===== src/rtl/sha256_compress_pkg.sv =====
// sha256_pkg: shared word type, FSM state type, SHA-256 round constants,
// initial hash value and the bitwise round/schedule functions.
package sha256_pkg;

   typedef logic [31:0] word_t;

   typedef enum logic {S_IDLE, S_RUN} state_t;

   localparam word_t K [64] = '{
      32'h428a2f98, 32'h71374491, 32'hb5c0fbcf, 32'he9b5dba5, 32'h3956c25b, 32'h59f111f1, 32'h923f82a4, 32'hab1c5ed5,
      32'hd807aa98, 32'h12835b01, 32'h243185be, 32'h550c7dc3, 32'h72be5d74, 32'h80deb1fe, 32'h9bdc06a7, 32'hc19bf174,
      32'he49b69c1, 32'hefbe4786, 32'h0fc19dc6, 32'h240ca1cc, 32'h2de92c6f, 32'h4a7484aa, 32'h5cb0a9dc, 32'h76f988da,
      32'h983e5152, 32'ha831c66d, 32'hb00327c8, 32'hbf597fc7, 32'hc6e00bf3, 32'hd5a79147, 32'h06ca6351, 32'h14292967,
      32'h27b70a85, 32'h2e1b2138, 32'h4d2c6dfc, 32'h53380d13, 32'h650a7354, 32'h766a0abb, 32'h81c2c92e, 32'h92722c85,
      32'ha2bfe8a1, 32'ha81a664b, 32'hc24b8b70, 32'hc76c51a3, 32'hd192e819, 32'hd6990624, 32'hf40e3585, 32'h106aa070,
      32'h19a4c116, 32'h1e376c08, 32'h2748774c, 32'h34b0bcb5, 32'h391c0cb3, 32'h4ed8aa4a, 32'h5b9cca4f, 32'h682e6ff3,
      32'h748f82ee, 32'h78a5636f, 32'h84c87814, 32'h8cc70208, 32'h90befffa, 32'ha4506ceb, 32'hbef9a3f7, 32'hc67178f2
   };

   // H0 in the top word, H7 in the bottom word.
   localparam logic [255:0] IV = {
      32'h6a09e667, 32'hbb67ae85, 32'h3c6ef372, 32'ha54ff53a,
      32'h510e527f, 32'h9b05688c, 32'h1f83d9ab, 32'h5be0cd19
   };

   function automatic word_t rotr(input word_t x, input int unsigned n);
      return (x >> n) | (x << (32 - n));
   endfunction

   function automatic word_t bsig0(input word_t x);
      return rotr(x, 2) ^ rotr(x, 13) ^ rotr(x, 22);
   endfunction

   function automatic word_t bsig1(input word_t x);
      return rotr(x, 6) ^ rotr(x, 11) ^ rotr(x, 25);
   endfunction

   function automatic word_t ssig0(input word_t x);
      return rotr(x, 7) ^ rotr(x, 18) ^ (x >> 3);
   endfunction

   function automatic word_t ssig1(input word_t x);
      return rotr(x, 17) ^ rotr(x, 19) ^ (x >> 10);
   endfunction

   function automatic word_t ch(input word_t e, input word_t f, input word_t g);
      return (e & f) ^ (~e & g);
   endfunction

   function automatic word_t maj(input word_t a, input word_t b, input word_t c);
      return (a & b) ^ (a & c) ^ (b & c);
   endfunction

   // Eight independent 32-bit additions; carries never cross word boundaries.
   function automatic logic [255:0] add_words(input logic [255:0] x, input logic [255:0] y);
      logic [255:0] r;
      r = '0;
      for (int i = 0; i < 8; i++)
         r[32*i +: 32] = x[32*i +: 32] + y[32*i +: 32];
      return r;
   endfunction

endpackage


===== src/rtl/sha256_compress_if.sv =====
// Start/busy/done handshake bundle between a block source and the compressor.
interface sha256_compress_if;
   logic          start;
   logic [1:0]    block_in;
   logic [255:0]  h_in;
   logic [511:0]  m_in;
   logic          busy;
   logic          done;
   logic [1:0]    block_out;
   logic [255:0]  state_out;

   modport master (output start, block_in, h_in, m_in,
                   input  busy, done, block_out, state_out);
   modport slave  (input  start, block_in, h_in, m_in,
                   output busy, done, block_out, state_out);
endinterface


===== src/rtl/sha256_msg_sched.sv =====
// Message schedule: 16-word shift register. r_w[0] is always W[t] of the
// current round; each advance drops it and appends W[t+16].
module sha256_msg_sched
   import sha256_pkg::*;
(
   input  logic          clk,
   input  logic          rst,
   input  logic          i_load,
   input  logic          i_adv,
   input  logic [511:0]  i_m,
   output word_t         o_wt
);

   word_t r_w [16];
   word_t w_new;

   // W[t+16] from the words currently at offsets 14, 9, 1 and 0.
   always_comb begin
      w_new = ssig1(r_w[14]) + r_w[9] + ssig0(r_w[1]) + r_w[0];
   end

   // Load the block on accept, shift one word per round.
   always_ff @(posedge clk) begin
      if (rst) begin
         for (int i = 0; i < 16; i++) r_w[i] <= '0;
      end else if (i_load) begin
         for (int i = 0; i < 16; i++) r_w[i] <= i_m[511 - 32*i -: 32];
      end else if (i_adv) begin
         for (int i = 0; i < 15; i++) r_w[i] <= r_w[i+1];
         r_w[15] <= w_new;
      end
   end

   assign o_wt = r_w[0];

endmodule


===== src/rtl/sha256_compress.sv =====
// sha256_compress: iterative SHA-256 compression, one round per clock.
// Optional build macro SHA256_FEEDFORWARD_EN: when defined, state_out carries
// the final working state plus the captured chaining value (finished hash);
// otherwise the raw final a..h is reported.
//
//   state  | meaning
//   S_IDLE | waiting for start; outputs hold last result
//   S_RUN  | one round per edge, t = 0..ROUNDS-1
module sha256_compress
   import sha256_pkg::*;
#(
   parameter int ROUNDS = 64
)(
   input  logic              clk,
   input  logic              rst,
   sha256_compress_if.slave  bus
);

   localparam logic [5:0] LAST = 6'(ROUNDS - 1);

   state_t        r_state;
   logic [5:0]    r_t;
   word_t         r_a, r_b, r_c, r_d, r_e, r_f, r_g, r_h;
   logic [1:0]    r_blk;
   logic          r_busy;
   logic          r_done;
   logic [1:0]    r_blk_out;
   logic [255:0]  r_out;
`ifdef SHA256_FEEDFORWARD_EN
   // Chaining value is only needed when the feed-forward add happens here.
   logic [255:0]  r_hin;
`endif

   logic          w_load;
   logic          w_adv;
   word_t         w_wt;
   word_t         w_t1;
   word_t         w_t2;
   logic [255:0]  w_final;
   logic [255:0]  w_out;

   assign w_load = (r_state == S_IDLE) && bus.start;
   assign w_adv  = (r_state == S_RUN);

   sha256_msg_sched u_sched (
      .clk    (clk),
      .rst    (rst),
      .i_load (w_load),
      .i_adv  (w_adv),
      .i_m    (bus.m_in),
      .o_wt   (w_wt)
   );

   // Round function and the state that the last round would produce.
   always_comb begin
      w_t1    = r_h + bsig1(r_e) + ch(r_e, r_f, r_g) + K[r_t] + w_wt;
      w_t2    = bsig0(r_a) + maj(r_a, r_b, r_c);
      w_final = {w_t1 + w_t2, r_a, r_b, r_c, r_d + w_t1, r_e, r_f, r_g};
`ifdef SHA256_FEEDFORWARD_EN
      w_out   = add_words(w_final, r_hin);
`else
      w_out   = w_final;
`endif
   end

   // Control FSM, round counter, working registers and registered outputs.
   always_ff @(posedge clk) begin
      if (rst) begin
         r_state   <= S_IDLE;
         r_t       <= '0;
         {r_a, r_b, r_c, r_d, r_e, r_f, r_g, r_h} <= '0;
         r_blk     <= '0;
         r_busy    <= 1'b0;
         r_done    <= 1'b0;
         r_blk_out <= '0;
         r_out     <= '0;
`ifdef SHA256_FEEDFORWARD_EN
         r_hin     <= '0;
`endif
      end else begin
         r_done <= 1'b0;
         case (r_state)
            S_IDLE: begin
               if (bus.start) begin
                  {r_a, r_b, r_c, r_d, r_e, r_f, r_g, r_h} <= bus.h_in;
                  r_blk   <= bus.block_in;
                  r_t     <= '0;
                  r_busy  <= 1'b1;
                  r_state <= S_RUN;
`ifdef SHA256_FEEDFORWARD_EN
                  r_hin   <= bus.h_in;
`endif
               end
            end
            S_RUN: begin
               {r_a, r_b, r_c, r_d, r_e, r_f, r_g, r_h} <= w_final;
               r_t <= r_t + 6'd1;
               if (r_t == LAST) begin
                  r_out     <= w_out;
                  r_blk_out <= r_blk;
                  r_done    <= 1'b1;
                  r_busy    <= 1'b0;
                  r_state   <= S_IDLE;
               end
            end
         endcase
      end
   end

   assign bus.busy      = r_busy;
   assign bus.done      = r_done;
   assign bus.block_out = r_blk_out;
   assign bus.state_out = r_out;

endmodule


===== src/flat_wrapper.sv =====
// flat-port wrapper written by rule: the top's interface ports become plain ports
module sha256_compress_flat import sha256_pkg::*;
#(
   parameter int ROUNDS = 64
)
  (clk, rst, bus_start, bus_block_in, bus_h_in, bus_m_in, bus_busy, bus_done, bus_block_out, bus_state_out);
  sha256_compress_if bus_i ();
  input  logic clk;
  input  logic rst;
  input wire logic [$bits(bus_i.start)-1:0] bus_start;
  input wire logic [$bits(bus_i.block_in)-1:0] bus_block_in;
  input wire logic [$bits(bus_i.h_in)-1:0] bus_h_in;
  input wire logic [$bits(bus_i.m_in)-1:0] bus_m_in;
  output wire logic [$bits(bus_i.busy)-1:0] bus_busy;
  output wire logic [$bits(bus_i.done)-1:0] bus_done;
  output wire logic [$bits(bus_i.block_out)-1:0] bus_block_out;
  output wire logic [$bits(bus_i.state_out)-1:0] bus_state_out;
  assign bus_i.start = bus_start;
  assign bus_i.block_in = bus_block_in;
  assign bus_i.h_in = bus_h_in;
  assign bus_i.m_in = bus_m_in;
  assign bus_busy = bus_i.busy;
  assign bus_done = bus_i.done;
  assign bus_block_out = bus_i.block_out;
  assign bus_state_out = bus_i.state_out;
  sha256_compress #(.ROUNDS(ROUNDS)) u_core (.clk(clk), .rst(rst), .bus(bus_i));
endmodule

===== config.mk =====
export PLATFORM = sky130hd
export DESIGN_NAME = sha256_compress_flat
export DESIGN_NICKNAME = d
export VERILOG_FILES = /design/src/rtl/sha256_compress_pkg.sv /design/src/rtl/sha256_compress_if.sv /design/src/rtl/sha256_msg_sched.sv /design/src/rtl/sha256_compress.sv /design/src/flat_wrapper.sv
export SDC_FILE = /design/constraint.sdc
export NUM_CORES = 2
export LEC_CHECK = 0
export CAP_MARGIN = 25
export CORE_AREA = 2 2 398 400
export CTS_CLUSTER_DIAMETER = 30
export DETAILED_ROUTE_END_ITERATION = 16
export DIE_AREA = 0 0 400 402
export GPL_TIMING_DRIVEN = 0
export HOLD_SLACK_MARGIN = 0.1
export PLACE_DENSITY_LB_ADDON = 0.12
export SYNTH_ARGS = -nofsm -noshare
export SYNTH_HDL_FRONTEND = slang
export SYNTH_SLANG_ARGS = --single-unit

===== constraint.sdc =====
create_clock -name clk -period 8.92 [get_ports clk]
set_input_delay 2.23 -clock clk [delete_from_list [all_inputs] [get_ports clk]]
set_output_delay 2.23 -clock clk [all_outputs]
set_load 0.005 [all_outputs]

==> results.md <==
- Worst hold slack: 0.450 ns
- H-Tree Depth: 5
- First-pass GRT wire length: around 420 mm
- Syn nets: around 7k
- Multi-input gate area: 31100 µm²
- Filler instances: between 10k and 15k
- Top FF cell, synth: dfxtp_1
- DRT Pass-1 Iters: 6
- Worst Clk Skew: 0.0879 ns
- Routed WL: 314 mm
- Chip height: about 400 µm
- Synthesized instance count: between 6k and 7k
- CTS tree: yes
- RSZ-0062 raised after global routing: true
- Final Hold Fails: 0
- Clock slew at reported path FFs: roughly 0.04 ns
- Slowest cell on crit path: fa_1
- Initial antenna violation count: 54
- Startpoint Class: register
- Metal3 WL: 27.4 mm
- Clock tree root buffer cell: clkbuf_16
- Post-route DRC: 0
- Crit path max-delay family: compound AO/OA/AOI/OAI gates
- Largest net degree at the start of global routing: slightly below 70
- Synth area leader: edfxtp_1
- Synth Warn #: 0
- CP Capture Type: register
- Routed length on met2: between 100 and 150 mm
- MaxCap Viol Count: 0
- Port bufs: 1031
- Worst-path fanout max: 7
- CP peak stage delay: approximately 0.55 ns
- Commonest cells post-synth: nor2_1 (975), a21oi_1 (602), nand2_1 (572)
- Post-Place Setup Slack: -3.17 ns
- Slew @ Worst Pin: 1.22 ns
- Setup TNS: 0 ns
- Total GRT Usage: 37.9%
- Yosys top cell area share: a little over a quarter
- Post-DR vias/cell: 5.67
- Vias in the first global route: 53.8k
- Initial cell density of the core: 37.3%
- Chip width: 400 µm
- DP HPWL: 252 mm
- Worst EP required: 9.70 ns
- Seq. cell area: around 26000 µm²
- CORE AREA: 157000 µm²
- WS Path Type: reg -> reg
- Fin crit period: 8.85 ns
- Part of the cycle the worst path needs: between 90% and 100%
- Worst path arrival time: 9.63 ns
- Max Fclk: 0.113 GHz
- Clock Latency Late Sink: 0.93 ns
- Routability cong.: just under 1
- Core Util, Final: ~53%
- Area Overhead vs Synth: 41.8%
- Setup-failing EPs final: 0
- Run status: finished, final reports clean
- Number of synthesized flops with an enable pin: 512
- Routed len/inst: 32.0 µm
- Clk buf depth: 4
- Via count: ~56k
- Row cnt: 146
- Post-layout nets: 8622
- Register area share after synthesis: 44.1%
- Cell Area, Synth: 58600 µm²
- Grt ovf: 0
- Final Max Slew Viols: 0
- Yosys cell types: 86
- Metal-1 WL: 123 mm
- CP dominant cell by count: a21oi_2
- Post-CTS Hold Buffers: 0
- Largest cells by area after synthesis: edfxtp_1 (26%), dfxtp_1 (18%), mux2i_1 (7.4%)
- Bufs and invs on worst path: 8
- Final worst slack: 0.0707 ns
- Io pins: between 1k and 1.5k
- Highest metal used: met5
- Die ar.: 161000 µm²
- Routed Antenna Nets: 0
- DRT iter0 DRCs: 5732
- HP Class: reg -> reg
- Slew HR: 18.4%
- Clk sink count: between 1k and 1.5k
- #FFs+latches synth: 1037
- Avg Inst Size Synth: 9.60 µm²
- Share of cells above drive strength 1: approximately 10%
- Post-synthesis async set-or-reset flop share: 0%
- Total CTS buffers: 287
- Top-count cell post-synth: nor2_1
[cell usage in the layout (no fill, tap or decap), types with 19 or more instances in the layout]
cell type | netlist | layout
and2_1 | 21 | 21
xor2_1 | 81 | 79
nor2b_1 | 48 | 46
mux2i_1 | 431 | 431
clkinv_2 | 0 | 47
nand3_1 | 37 | 35
clkinv_1 | 2 | 20
dfxtp_1 | 525 | 521
a21o_1 | 57 | 57
a31oi_1 | 24 | 20
clkbuf_8 | 0 | 30
diode_2 | 0 | 20
nand2_1 | 572 | 563
fa_1 | 187 | 185
nand2b_1 | 20 | 19
a22oi_1 | 225 | 225
buf_8 | 0 | 29
bufinv_16 | 0 | 29
ha_1 | 144 | 121
a22o_1 | 109 | 109
clkinvlp_4 | 0 | 19
xnor2_1 | 280 | 272
clkdlybuf4s50_1 | 0 | 1031
o21ai_1 | 16 | 25
nor2_1 | 975 | 957
buf_4 | 0 | 61
inv_1 | 197 | 189
clkbuf_16 | 0 | 293
edfxtp_1 | 512 | 512
nor3_1 | 36 | 34
o21a_1 | 21 | 20
clkbuf_1 | 398 | 390
a21oi_1 | 602 | 585
buf_1 | 77 | 63
o21ai_0 | 128 | 117
maj3_1 | 25 | 25
a211oi_1 | 105 | 101
[what timing repair did]
action                     in CTS  in global routing
buffers inserted               32                 33
resized for setup             188                127
pin swaps                      28                 41
setup endpoints to repair     102                 47
[registers in the layout, summed over array words and instances (netlist names)]
signal	cells
u_core.bus.done	1
u_core.r_f	32
u_core.u_sched.r_w	512
u_core.bus.state_out	256
u_core.bus.busy	1
u_core.r_e	32
u_core.r_h	32
u_core.r_g	32
u_core.r_c	32
u_core.r_state	1
u_core.r_blk	2
u_core.r_d	32
u_core.r_t	6
u_core.bus.block_out	2
u_core.r_a	32
u_core.r_b	32
[logic make-up after synthesis]
logic type / count (synthesis) / synth area share, %
AO/OA/AOI/OAI: 1443 / 15.9
buffers and inverters: 674 / 4.31
flip-flops: 1037 / 44.1
AND/OR/NAND/NOR: 1784 / 12.4
adder cells (fa/ha/maj): 356 / 9.88
XOR/XNOR: 361 / 5.39
multiplexers: 455 / 8.01
[worst paths after layout]
check	cells past startpoint	slack, ns	endpoint	startpoint
setup / recovery	39	0.07	u_core.bus.state_out[253]$_SDFFE_PP0P_	u_core.r_t[0]$_SDFFE_PP0P_
hold / removal	2	0.45	u_core.bus.state_out[42]$_SDFFE_PP0P_	u_core.bus.state_out[42]$_SDFFE_PP0P_
setup reg to reg	39	0.07	u_core.bus.state_out[253]$_SDFFE_PP0P_	u_core.r_t[0]$_SDFFE_PP0P_
hold reg to reg	2	0.45	u_core.bus.state_out[42]$_SDFFE_PP0P_	u_core.bus.state_out[42]$_SDFFE_PP0P_
[worst register-to-register path, delay by kind of cell, from the launching register on]
kind | cells | cell delay, ns
AOI/OAI and AO/OA | 18 | 3.31
xor gates and xnor gates | 1 | 0.15
adders and majority gates | 7 | 2.86
buffers and inverters | 8 | 0.86
DFF | 1 | 0.35
and+or+nand+nor | 5 | 1.24
[per-layer routing]
metal	global-route usage, %	vias up
li1	-	24300
met3	8.79	688
met4	19.8	62
met1	47.0	27600
met2	61.0	3023
met5	0	-
[cell type report]
class | count | share of cell area (%)
clock buffer | 361 | 9.48
multi-input combinational | 4399 | 37.4
buffer | 466 | 2.35
timing repair buffer | 1128 | 13.7
clock inverter | 133 | 1.81
tap | 2072 | 3.12
sequential | 1037 | 31.1
inverter | 199 | 0.925
antenna | 20 | 0.0602
[per-stage QoR]
step | area [µm²] | cells
3_3_place_gp | 71600 | 9213
4_1_cts | 82400 | 9761
6_report | 83200 | 9815
3_5_place_dp | 72100 | 9243
2_1_floorplan | 58600 | 6110
5_1_grt | 83200 | 9810
Power is not shown: default switching activity piles up to over one toggle a cycle in this logic, so the estimate is an artifact.
